$ cat config.mk
export PLATFORM = sky130hd
export DESIGN_NAME = ss_scan_decoder
export DESIGN_NICKNAME = d
export VERILOG_FILES = /design/src/rtl/ss_pkg.sv /design/src/rtl/ss_seg_to_hex.sv /design/src/rtl/ss_scan_decoder.sv
export SDC_FILE = /design/constraint.sdc
export NUM_CORES = 1
export LEC_CHECK = 0
export BUFFER_PORTS_ARGS = -buffer_cell sky130_fd_sc_hd__buf_2
export CAP_MARGIN = 20
export CORE_MARGIN = 1
export CORE_UTILIZATION = 43
export DETAILED_ROUTE_END_ITERATION = 6
export PLACE_DENSITY_LB_ADDON = 0.25
export SYNTH_ARGS = -nofsm -noshare
export SYNTH_HDL_FRONTEND = slang
export SYNTH_SLANG_ARGS = --single-unit
export TNS_END_PERCENT = 5
$ cat constraint.sdc
create_clock -name clk -period 4.5 [get_ports clk]
set_input_delay 0.9 -clock clk [delete_from_list [all_inputs] [get_ports clk]]
set_output_delay 0.9 -clock clk [all_outputs]
set_load 0.03 [all_outputs]
$ cat src/rtl/ss_pkg.sv
// Shared definitions for the seven-segment scan decoder: digit count, active-low
// hex glyph patterns (bit6 = a .. bit0 = g) and the capture FSM states.
package ss_pkg;

    localparam int unsigned NUM_DIGITS = 4;

    localparam logic [6:0] GLYPH_0 = 7'b0000001;
    localparam logic [6:0] GLYPH_1 = 7'b1001111;
    localparam logic [6:0] GLYPH_2 = 7'b0010010;
    localparam logic [6:0] GLYPH_3 = 7'b0000110;
    localparam logic [6:0] GLYPH_4 = 7'b1001100;
    localparam logic [6:0] GLYPH_5 = 7'b0100100;
    localparam logic [6:0] GLYPH_6 = 7'b0100000;
    localparam logic [6:0] GLYPH_7 = 7'b0001111;
    localparam logic [6:0] GLYPH_8 = 7'b0000000;
    localparam logic [6:0] GLYPH_9 = 7'b0000100;
    localparam logic [6:0] GLYPH_A = 7'b0001000;
    localparam logic [6:0] GLYPH_B = 7'b1100000;
    localparam logic [6:0] GLYPH_C = 7'b0110001;
    localparam logic [6:0] GLYPH_D = 7'b1000010;
    localparam logic [6:0] GLYPH_E = 7'b0110000;
    localparam logic [6:0] GLYPH_F = 7'b0111000;

    typedef enum logic [1:0] {
        StSettling,
        StAct,
        StDwell
    } ss_state_e;

endpackage

$ cat src/rtl/ss_seg_to_hex.sv
// Combinational glyph lookup: active-low segment pattern to hex nibble.
// Unrecognised patterns (including all segments off) give nibble 0 with ok low.
module ss_seg_to_hex
    import ss_pkg::*;
(
    input  logic [6:0] seg_l,
    output logic [3:0] nibble,
    output logic       ok
);

    always_comb begin
        nibble = 4'h0;
        ok     = 1'b1;
        unique case (seg_l)
            GLYPH_0: nibble = 4'h0;
            GLYPH_1: nibble = 4'h1;
            GLYPH_2: nibble = 4'h2;
            GLYPH_3: nibble = 4'h3;
            GLYPH_4: nibble = 4'h4;
            GLYPH_5: nibble = 4'h5;
            GLYPH_6: nibble = 4'h6;
            GLYPH_7: nibble = 4'h7;
            GLYPH_8: nibble = 4'h8;
            GLYPH_9: nibble = 4'h9;
            GLYPH_A: nibble = 4'hA;
            GLYPH_B: nibble = 4'hB;
            GLYPH_C: nibble = 4'hC;
            GLYPH_D: nibble = 4'hD;
            GLYPH_E: nibble = 4'hE;
            GLYPH_F: nibble = 4'hF;
            default: ok = 1'b0;
        endcase
    end

endmodule

$ cat src/rtl/ss_scan_decoder.sv
// Recovers the value shown on a multiplexed 4-digit seven-segment display by
// sampling its drive lines, waiting for each select to settle and assembling frames.
module ss_scan_decoder
    import ss_pkg::*;
#(
    parameter int unsigned SETTLE_CYCLES  = 4,
    parameter int unsigned TIMEOUT_CYCLES = 65536
) (
    input  logic                      clk,
    input  logic                      rst_l,
    input  logic [6:0]                ss_abcdefg_l,
    input  logic                      ss_dp_l,
    input  logic [NUM_DIGITS-1:0]     ss_sel_l,
    output logic [4*NUM_DIGITS-1:0]   digits,
    output logic [NUM_DIGITS-1:0]     dps,
    output logic [NUM_DIGITS-1:0]     digit_ok,
    output logic                      frame_valid,
    output logic                      sel_err,
    output logic                      stale
);

    localparam int unsigned SAMPLE_W = NUM_DIGITS + 8;
    localparam int unsigned CNT_W    = $clog2(SETTLE_CYCLES + 1);
    localparam int unsigned IDLE_W   = $clog2(TIMEOUT_CYCLES + 1);
    localparam logic [CNT_W-1:0]  SETTLE_MAX = CNT_W'(SETTLE_CYCLES);
    localparam logic [IDLE_W-1:0] IDLE_MAX   = IDLE_W'(TIMEOUT_CYCLES);

    logic [SAMPLE_W-1:0]     sample_q, prev_q;
    logic [CNT_W-1:0]        settle_cnt_q, settle_cnt_d;
    ss_state_e               state_q, state_d;
    logic [NUM_DIGITS-1:0]   seen_q, seen_d;
    logic [4*NUM_DIGITS-1:0] shadow_digits_q, shadow_digits_d;
    logic [NUM_DIGITS-1:0]   shadow_dps_q, shadow_dps_d;
    logic [NUM_DIGITS-1:0]   shadow_ok_q, shadow_ok_d;
    logic [4*NUM_DIGITS-1:0] digits_q;
    logic [NUM_DIGITS-1:0]   dps_q, digit_ok_q;
    logic                    frame_valid_q, sel_err_q, sel_err_d;
    logic [IDLE_W-1:0]       idle_q, idle_d;
    logic                    stale_q, stale_d;

    logic                  changed, act, one_hot, capture, frame_done;
    logic [NUM_DIGITS-1:0] sel_hot, seen_next;
    logic [6:0]            act_seg_l;
    logic [3:0]            glyph_nibble;
    logic                  glyph_ok;

    // During ACT the settled sample lives in prev_q; sample_q may already hold a new one.
    assign sel_hot   = ~prev_q[SAMPLE_W-1 -: NUM_DIGITS];
    assign act_seg_l = prev_q[7:1];
    assign changed   = (sample_q != prev_q);
    assign act       = (state_q == StAct);
    assign one_hot   = (sel_hot != '0) && ((sel_hot & (sel_hot - 1'b1)) == '0);
    assign capture   = act && one_hot;
    assign seen_next = seen_q | sel_hot;
    assign frame_done = capture && (seen_next == '1);

    ss_seg_to_hex u_seg_to_hex (
        .seg_l  (act_seg_l),
        .nibble (glyph_nibble),
        .ok     (glyph_ok)
    );

    always_comb begin
        settle_cnt_d = settle_cnt_q;
        state_d      = state_q;
        if (changed) begin
            settle_cnt_d = '0;
        end else if (settle_cnt_q != SETTLE_MAX) begin
            settle_cnt_d = settle_cnt_q + 1'b1;
        end

        if (changed) begin
            state_d = StSettling;
        end else begin
            case (state_q)
                StSettling: if (settle_cnt_d == SETTLE_MAX) state_d = StAct;
                StAct:      state_d = StDwell;
                StDwell:    state_d = StDwell;
                default:    state_d = StSettling;
            endcase
        end
    end

    always_comb begin
        shadow_digits_d = shadow_digits_q;
        shadow_dps_d    = shadow_dps_q;
        shadow_ok_d     = shadow_ok_q;
        seen_d          = seen_q;
        sel_err_d       = act && !one_hot && (sel_hot != '0);
        if (capture) begin
            for (int i = 0; i < int'(NUM_DIGITS); i++) begin
                if (sel_hot[i]) begin
                    shadow_digits_d[4*i +: 4] = glyph_nibble;
                    shadow_dps_d[i]           = ~prev_q[0];
                    shadow_ok_d[i]            = glyph_ok;
                end
            end
            seen_d = frame_done ? '0 : seen_next;
        end

        if (capture) begin
            idle_d = '0;
        end else if (idle_q != IDLE_MAX) begin
            idle_d = idle_q + 1'b1;
        end else begin
            idle_d = idle_q;
        end
        stale_d = frame_done ? 1'b0 : (stale_q | (idle_d == IDLE_MAX));
    end

    always_ff @(posedge clk or negedge rst_l) begin
        if (!rst_l) begin
            sample_q        <= '0;
            prev_q          <= '0;
            settle_cnt_q    <= '0;
            state_q         <= StSettling;
            seen_q          <= '0;
            shadow_digits_q <= '0;
            shadow_dps_q    <= '0;
            shadow_ok_q     <= '0;
            digits_q        <= '0;
            dps_q           <= '0;
            digit_ok_q      <= '0;
            frame_valid_q   <= 1'b0;
            sel_err_q       <= 1'b0;
            idle_q          <= '0;
            stale_q         <= 1'b0;
        end else begin
            sample_q        <= {ss_sel_l, ss_abcdefg_l, ss_dp_l};
            prev_q          <= sample_q;
            settle_cnt_q    <= settle_cnt_d;
            state_q         <= state_d;
            seen_q          <= seen_d;
            shadow_digits_q <= shadow_digits_d;
            shadow_dps_q    <= shadow_dps_d;
            shadow_ok_q     <= shadow_ok_d;
            frame_valid_q   <= frame_done;
            sel_err_q       <= sel_err_d;
            idle_q          <= idle_d;
            stale_q         <= stale_d;
            // Publish the shadow including the digit captured this very cycle.
            if (frame_done) begin
                digits_q   <= shadow_digits_d;
                dps_q      <= shadow_dps_d;
                digit_ok_q <= shadow_ok_d;
            end
        end
    end

    assign digits      = digits_q;
    assign dps         = dps_q;
    assign digit_ok    = digit_ok_q;
    assign frame_valid = frame_valid_q;
    assign sel_err     = sel_err_q;
    assign stale       = stale_q;

endmodule
# Yosys cells after proc, flatten, opt, wreduce, memory -nomap -nowiden
# Cells that the tools add are included.
# word_totals
elab_cells,85
inputBits,14
ram_bits,0
n_memories,0
latchBits,0
register_bits,101
romBits,0
# classes
n_shift,0
n_reduce_logical,12
order_cmp,0
addsub,3
mul,0
bitwise_logic,5
n_div,0
eq_ne,24
n_mux,26
# ops
operator,count
one-hot mux 4 bit (15 select lines),1
"== test 7 x 6 -> 1 bit, second input constant",5
two-way mux 17 bit,2
"== test 7 bit, second input constant",4
two-way mux 4 bit,7
"adder 17 x 1 -> 17 bit, second input constant",1
"== test 17 bit, second input constant",1
"!= test 17 bit, second input constant",1
two-way mux 16 bit,1
OR reduction 16 bit,1
"== test 7 x 3 -> 1 bit, second input constant",2
"== test 7 x 4 -> 1 bit, second input constant",2
!= test 12 bit,1
two-way mux 1 bit,10
"== test 7 x 1 -> 1 bit, second input constant",1
"== test 7 x 5 -> 1 bit, second input constant",1
logical NOT 7 bit,1
two-way mux 3 bit,2
"!= test 3 bit, second input constant",2
logical AND 1 bit,5
AND 4 bit,1
"== test 4 bit, second input constant",1
logical NOT 4 bit,1
two-way mux 2 bit,2
14 further kinds,14

# Depth between registers and ports, before layout
# logic_depth
depth_word,10
ltp_mapped,9
mapped_depth_nobuf,8

# Hierarchy
# A second synthesis with hierarchy kept.
# unflattened
cells_unflattened,380
area_unflattened_um2,4539.4
# modules_own_cells
mod,area_per_inst_um2,seq_area_each_um2,cells_per_inst,n_inst
ss_scan_decoder,4160.2,2527.4,324,1
ss_seg_to_hex,379.1,0.0,56,1

# Worst setup path after synthesis
# OpenSTA, ideal clock, no wires.
# synth_timing
path_kind,flip-flop to flip-flop
from,reg idle_q[0]
to,reg stale_q (netlist: stale)
stages_incl_launch_ff,8
required_time_ns,4.424
setup_slack_ns,2.299
setup_time_ns,0.076
t_arrival_ns,2.125
path_cell_list,dfrtp_1 -> ha_1 -> nand4_2 -> or4_4 -> a2bb2oi_2 -> nand4_1 -> or4_1 -> o21ai_1
# synth_between
elab_chain_cells,6
word_cells_on_any_way,7
cone_classes,1 x add/sub; 2 x eq/ne; 3 x mux; 1 x bitwise
# synth_rtl
item,line_no,source
start: declaration,ss_scan_decoder.sv:38,"logic [IDLE_W-1:0] idle_q, idle_d;"
start signal: assignment,ss_scan_decoder.sv:139,idle_q <= idle_d;
adder 17 x 1 -> 17 bit / != test 17 bit (equally long branches),"ss_scan_decoder.sv:104, ss_scan_decoder.sv:103",
two-way mux 17 bit *,ss_scan_decoder.sv:103,end else if (idle_q != IDLE_MAX) begin
two-way mux 17 bit *,ss_scan_decoder.sv:101,if (capture) begin
== test 17 bit *,ss_scan_decoder.sv:108,stale_d = frame_done ? 1'b0 : (stale_q | (idle_d == IDLE_MAX));
bitwise OR 1 bit *,ss_scan_decoder.sv:108,
two-way mux 1 bit *,ss_scan_decoder.sv:108,
named net stale_d,ss_scan_decoder.sv:39,"logic stale_q, stale_d;"
end signal: assignment,ss_scan_decoder.sv:140,stale_q <= stale_d;
end: declaration,ss_scan_decoder.sv:39,
# The timed path passes the listed nets; every way through them passes the cells marked *.
# A chain may end at the register's enable or synchronous reset.

# Worst setup path after layout
# layout_timing
from,reg prev_q[10]
to,reg digits_q[14] (netlist: digits[14])
# layout_between
elab_chain_cells,7
word_cells_on_any_way,11
cone_classes,1 x add/sub; 1 x eq/ne; 1 x mux; 3 x bitwise; 5 x reduce/logical
# layout_rtl
item,line_no,source
start: declaration,ss_scan_decoder.sv:28,"logic [SAMPLE_W-1:0] sample_q, prev_q;"
start signal: assignment,ss_scan_decoder.sv:130,prev_q <= sample_q;
NOT 4 bit *,ss_scan_decoder.sv:48,assign sel_hot = ~prev_q[SAMPLE_W-1 -: NUM_DIGITS];
subtractor 4 x 1 -> 4 bit,ss_scan_decoder.sv:52,assign one_hot = (sel_hot != '0) && ((sel_hot & (sel_hot - 1'b1)) == '0);
AND 4 bit,ss_scan_decoder.sv:52,
logical NOT 4 bit,ss_scan_decoder.sv:52,
logical AND 1 bit,ss_scan_decoder.sv:52,
logical AND 1 bit,ss_scan_decoder.sv:53,assign capture = act && one_hot;
two-way mux 16 bit / logical AND 1 bit (equally long branches),"ss_scan_decoder.sv:90, ss_scan_decoder.sv:55",
end signal: assignment,ss_scan_decoder.sv:143,digits_q <= shadow_digits_d;
end: declaration,ss_scan_decoder.sv:35,logic [4*NUM_DIGITS-1:0] digits_q;
# Mark *: on every way between the ends. The rest lies on a longest branch, timed or not.

==> run metrics <==
Critical Path End Type=flip-flop; Synth Warn #=0; total iterations of the first detailed-routing run=4; area grow syn2layout=9.65%; Critical Path Max Stage Delay=480 ps; CTS tree=built; Top-Level Pins=41; Worst Path Buf+Inv=2; arrival time worst endpoint=2960 ps; root buffer cell=clkbuf_8; reg2reg end=digits[14]$_DFFE_PN0P_; Synth Instances=415; Final GP Congestion=~0.84; status=finished, final reports clean; post-synthesis sequential area ratio=between 50% and 60%; Clock Latency Late Sink=approximately 370 ps; count of input and output buffers=40; clk_skew=15.6 ps; DR WL/cell=14.8 um; met3 WL=280 um; clk slew on worst S/H paths=110 ps; cts bufs inserted=9; fmax=around 0.37 GHz; Max-cap violations=0; # diodes=0; r2r setup slk=1800 ps; post-DR vias/cell=~5.2; worst reg2reg path depth=7; VDD IR max=between 200 and 250 uV; post-CTS sizing=0; H-tree depth=3; Hold Crit Class=reg2reg; largest net degree at the start of global routing=79; Yosys cell types=58; Hold WS=around 400 ps; core area=10500 um2; Syn Area/Cell=11.3 um2; Die Y=107 um; most used flip-flop cell after synthesis=dfrtp_1; Post-Syn Nets=436; Post-DRT Antenna Nets=0; hold path startpoint=sample_q[9]$_DFF_PN0_; Max clock buf depth=2; M1 WL=4100 um; FF+latch count, synth=roughly 100; Fillers=996; critical setup path kind=reg2reg; TNS Setup=0 ps; Worst Hold Depth=0; final setup fails=0; worst-margin pin slew=937 ps; hold worst-path end=prev_q[9]$_DFF_PN0_; die width=107 um; met2 wire length=4150 um; starting DRC count in detailed routing=84; Clock Sinks=101; final hold violation count=0; Final period util=60.0%; WL final=~8600 um; antenna violations before repair=0; Detailed Place HPWL=5920 um; first-pass GRT wire length=14800 um; fraction of layout cells with a size suffix above 1=26.3%; delay-heaviest family, CP=simple AND/OR/NAND/NOR gates; fin. max-slew vios=0; # hold bufs at CTS=0; cell area after synthesis=approximately 4700 um2; Slowest-stage cell, CP=dfrtp_1; gr ovfl total=0; Setup Buffers After CTS=0; crit-path cells=xnor2_1, o211ai_1, nand2_1, or3_1, inv_1, buf_8, mux2_2; total power=1560 uW; worst r2r src=prev_q[10]$_DFF_PN0_; # DRC=0; Initial Utilization=45.0%; number of core rows=37; GRT Total Usage=between 10% and 20%; min Tclk post-route=2700 ps; async set-reset flop share out of synthesis=100%; die area=11400 um2; Post-synth EDFFs=0; Max FO, Critical Path=17; required time worst endpoint=4760 ps; cell area power density=303 nW/um2; Slew HR=37.5%; total number of vias=3057; RSZ-0062 raised after global routing=false; startpoint types=flip-flop; number of global-route vias before repair=3045; top sig layer=met4; final net count=around 460; Pleak=between 0.002 and 0.0025 uW
## power breakdown
| part | leakage (uW) | switching (uW) | internal [uW] | total [uW] |
|---|---|---|---|---|
| registers | 0.00134 | 21.4 | 918 | 939 |
| clock network | 0.0000939 | 349 | 218 | 567 |
| logic | 0.00101 | 36.8 | 22.1 | 58.9 |
## how the worst max path moves through the flow
stage	start	end	slack, ps	cells after the start
after floorplan	idle_q[0]$_DFF_PN0_	stale$_DFF_PN0_	2300	7
after global placement	prev_q[11]$_DFF_PN0_	digit_ok[2]$_DFFE_PN0P_	1770	6
after detailed placement	prev_q[10]$_DFF_PN0_	digits[14]$_DFFE_PN0P_	1610	6
after CTS	prev_q[10]$_DFF_PN0_	digits[14]$_DFFE_PN0P_	1580	6
after global routing	prev_q[11]$_DFF_PN0_	dps[0]$_DFFE_PN0P_	1710	7
final	prev_q[10]$_DFF_PN0_	digits[14]$_DFFE_PN0P_	1800	7
## layout by cell type, fill, tap and decap left out, types with 9 or more instances in the layout
| cell | Yosys | routed |
|---|---|---|
| buf_2 | 6 | 39 |
| nand2_1 | 16 | 16 |
| clkbuf_8 | 0 | 9 |
| nor2_1 | 44 | 44 |
| dfrtp_1 | 101 | 101 |
| inv_1 | 22 | 22 |
| a21oi_1 | 12 | 12 |
| mux2_2 | 45 | 45 |
| xnor2_1 | 15 | 15 |
| xor2_1 | 17 | 17 |
| nor4_1 | 13 | 13 |
## layer usage
layer,track usage (%),vias to the layer above
met5,0,-
met4,4.31,0
met3,4.92,10
met2,26.7,55
met1,22.3,1502
li1,-,1490
## worst reg2reg max path, stage by stage (launching register included)
cell      delay, ps
dfrtp_1         480
xnor2_1         180
o211ai_1        230
nand2_1         230
or3_1           450
inv_1           430
buf_8           240
mux2_2          360
## cell families (layout without fill, tap and decap cells)
| family | after synthesis | in the layout | synth area share, % |
|---|---|---|---|
| and+or+nand+nor | 128 | 128 | 14.6 |
| buffers and inverters | 47 | 80 | 4.76 |
| xor gates and xnor gates | 32 | 32 | 5.96 |
| adders and majority gates | 8 | 8 | 2.07 |
| AOI/OAI and AO/OA | 48 | 48 | 6.86 |
| DFF | 101 | 101 | 53.7 |
| muxes | 51 | 51 | 12.0 |
## cell type report
class	instances	area, um2	area share, %
Clock buffer	9	124	2.40
Multi-Input combinational cell	267	1950	37.9
Inverter	22	82.6	1.60
Clock inverter	7	76.3	1.48
Tap cell	136	170	3.30
Sequential cell	101	2530	49.0
Timing Repair Buffer	42	225	4.37
## per-stage QoR
| step | setup slack, ps | instance area [um2] | cells | util, % |
|---|---|---|---|---|
| floorplan | 2300 | 4700 | 415 | - |
| global placement | 1770 | 4940 | 567 | 47.2 |
| detailed placement | 1610 | 4940 | 567 | 47.2 |
| CTS | 1580 | 5140 | 583 | 49.2 |
| global route | 1710 | 5160 | 584 | 49.3 |
| finish | 1800 | 5160 | 584 | 49.3 |
## sequential cells by signal, indices dropped and copies added (netlist names)
| name | count |
|---|---|
| digit_ok | 4 |
| digits | 16 |
| dps | 4 |
| frame_valid | 1 |
| idle_q | 17 |
| prev_q | 12 |
| sample_q | 12 |
| seen_q | 4 |
| sel_err | 1 |
| settle_cnt_q | 3 |
| shadow_digits_q | 16 |
| shadow_dps_q | 4 |
| shadow_ok_q | 4 |
| stale | 1 |
| state_q | 2 |
## cell usage after synthesis, types with 2 or more instances
| cell type | number | share of area (%) |
|---|---|---|
| dfrtp_1 | 101 | 54 |
| mux2_2 | 45 | 11 |
| nor2_1 | 44 | 3.5 |
| inv_1 | 22 | 1.8 |
| xor2_1 | 17 | 3.2 |
| nand2_1 | 16 | 1.3 |
| xnor2_1 | 15 | 2.8 |
| nor4_1 | 13 | 1.7 |
| a21oi_1 | 12 | 1.3 |
| o21ai_0 | 8 | 0.85 |
| ha_1 | 7 | 1.9 |
| nor3_1 | 7 | 0.74 |
| buf_2 | 6 | 0.64 |
| buf_4 | 6 | 0.96 |
| clkbuf_1 | 6 | 0.48 |
| mux2i_1 | 6 | 1.3 |
| nand2b_1 | 6 | 0.80 |
| nand3_1 | 6 | 0.64 |
| nand4_1 | 5 | 0.66 |
| o22ai_1 | 5 | 0.66 |
| nor2_2 | 4 | 0.53 |
| buf_1 | 3 | 0.24 |
| or3_1 | 3 | 0.40 |
| or4_1 | 3 | 0.48 |
| a211oi_1 | 2 | 0.32 |
| a31oi_1 | 2 | 0.27 |
| and3_1 | 2 | 0.27 |
| buf_6 | 2 | 0.48 |
| clkbuf_2 | 2 | 0.21 |
| nand4b_1 | 2 | 0.37 |
| nor2b_1 | 2 | 0.27 |
| nor4b_1 | 2 | 0.37 |
| o211ai_1 | 2 | 0.32 |
| o21bai_1 | 2 | 0.32 |
| o2bb2ai_1 | 2 | 0.37 |
| o31ai_1 | 2 | 0.32 |
| o32ai_1 | 2 | 0.37 |
| or2_2 | 2 | 0.27 |
| or3b_2 | 2 | 0.37 |
(Power assumes the default switching activity.)
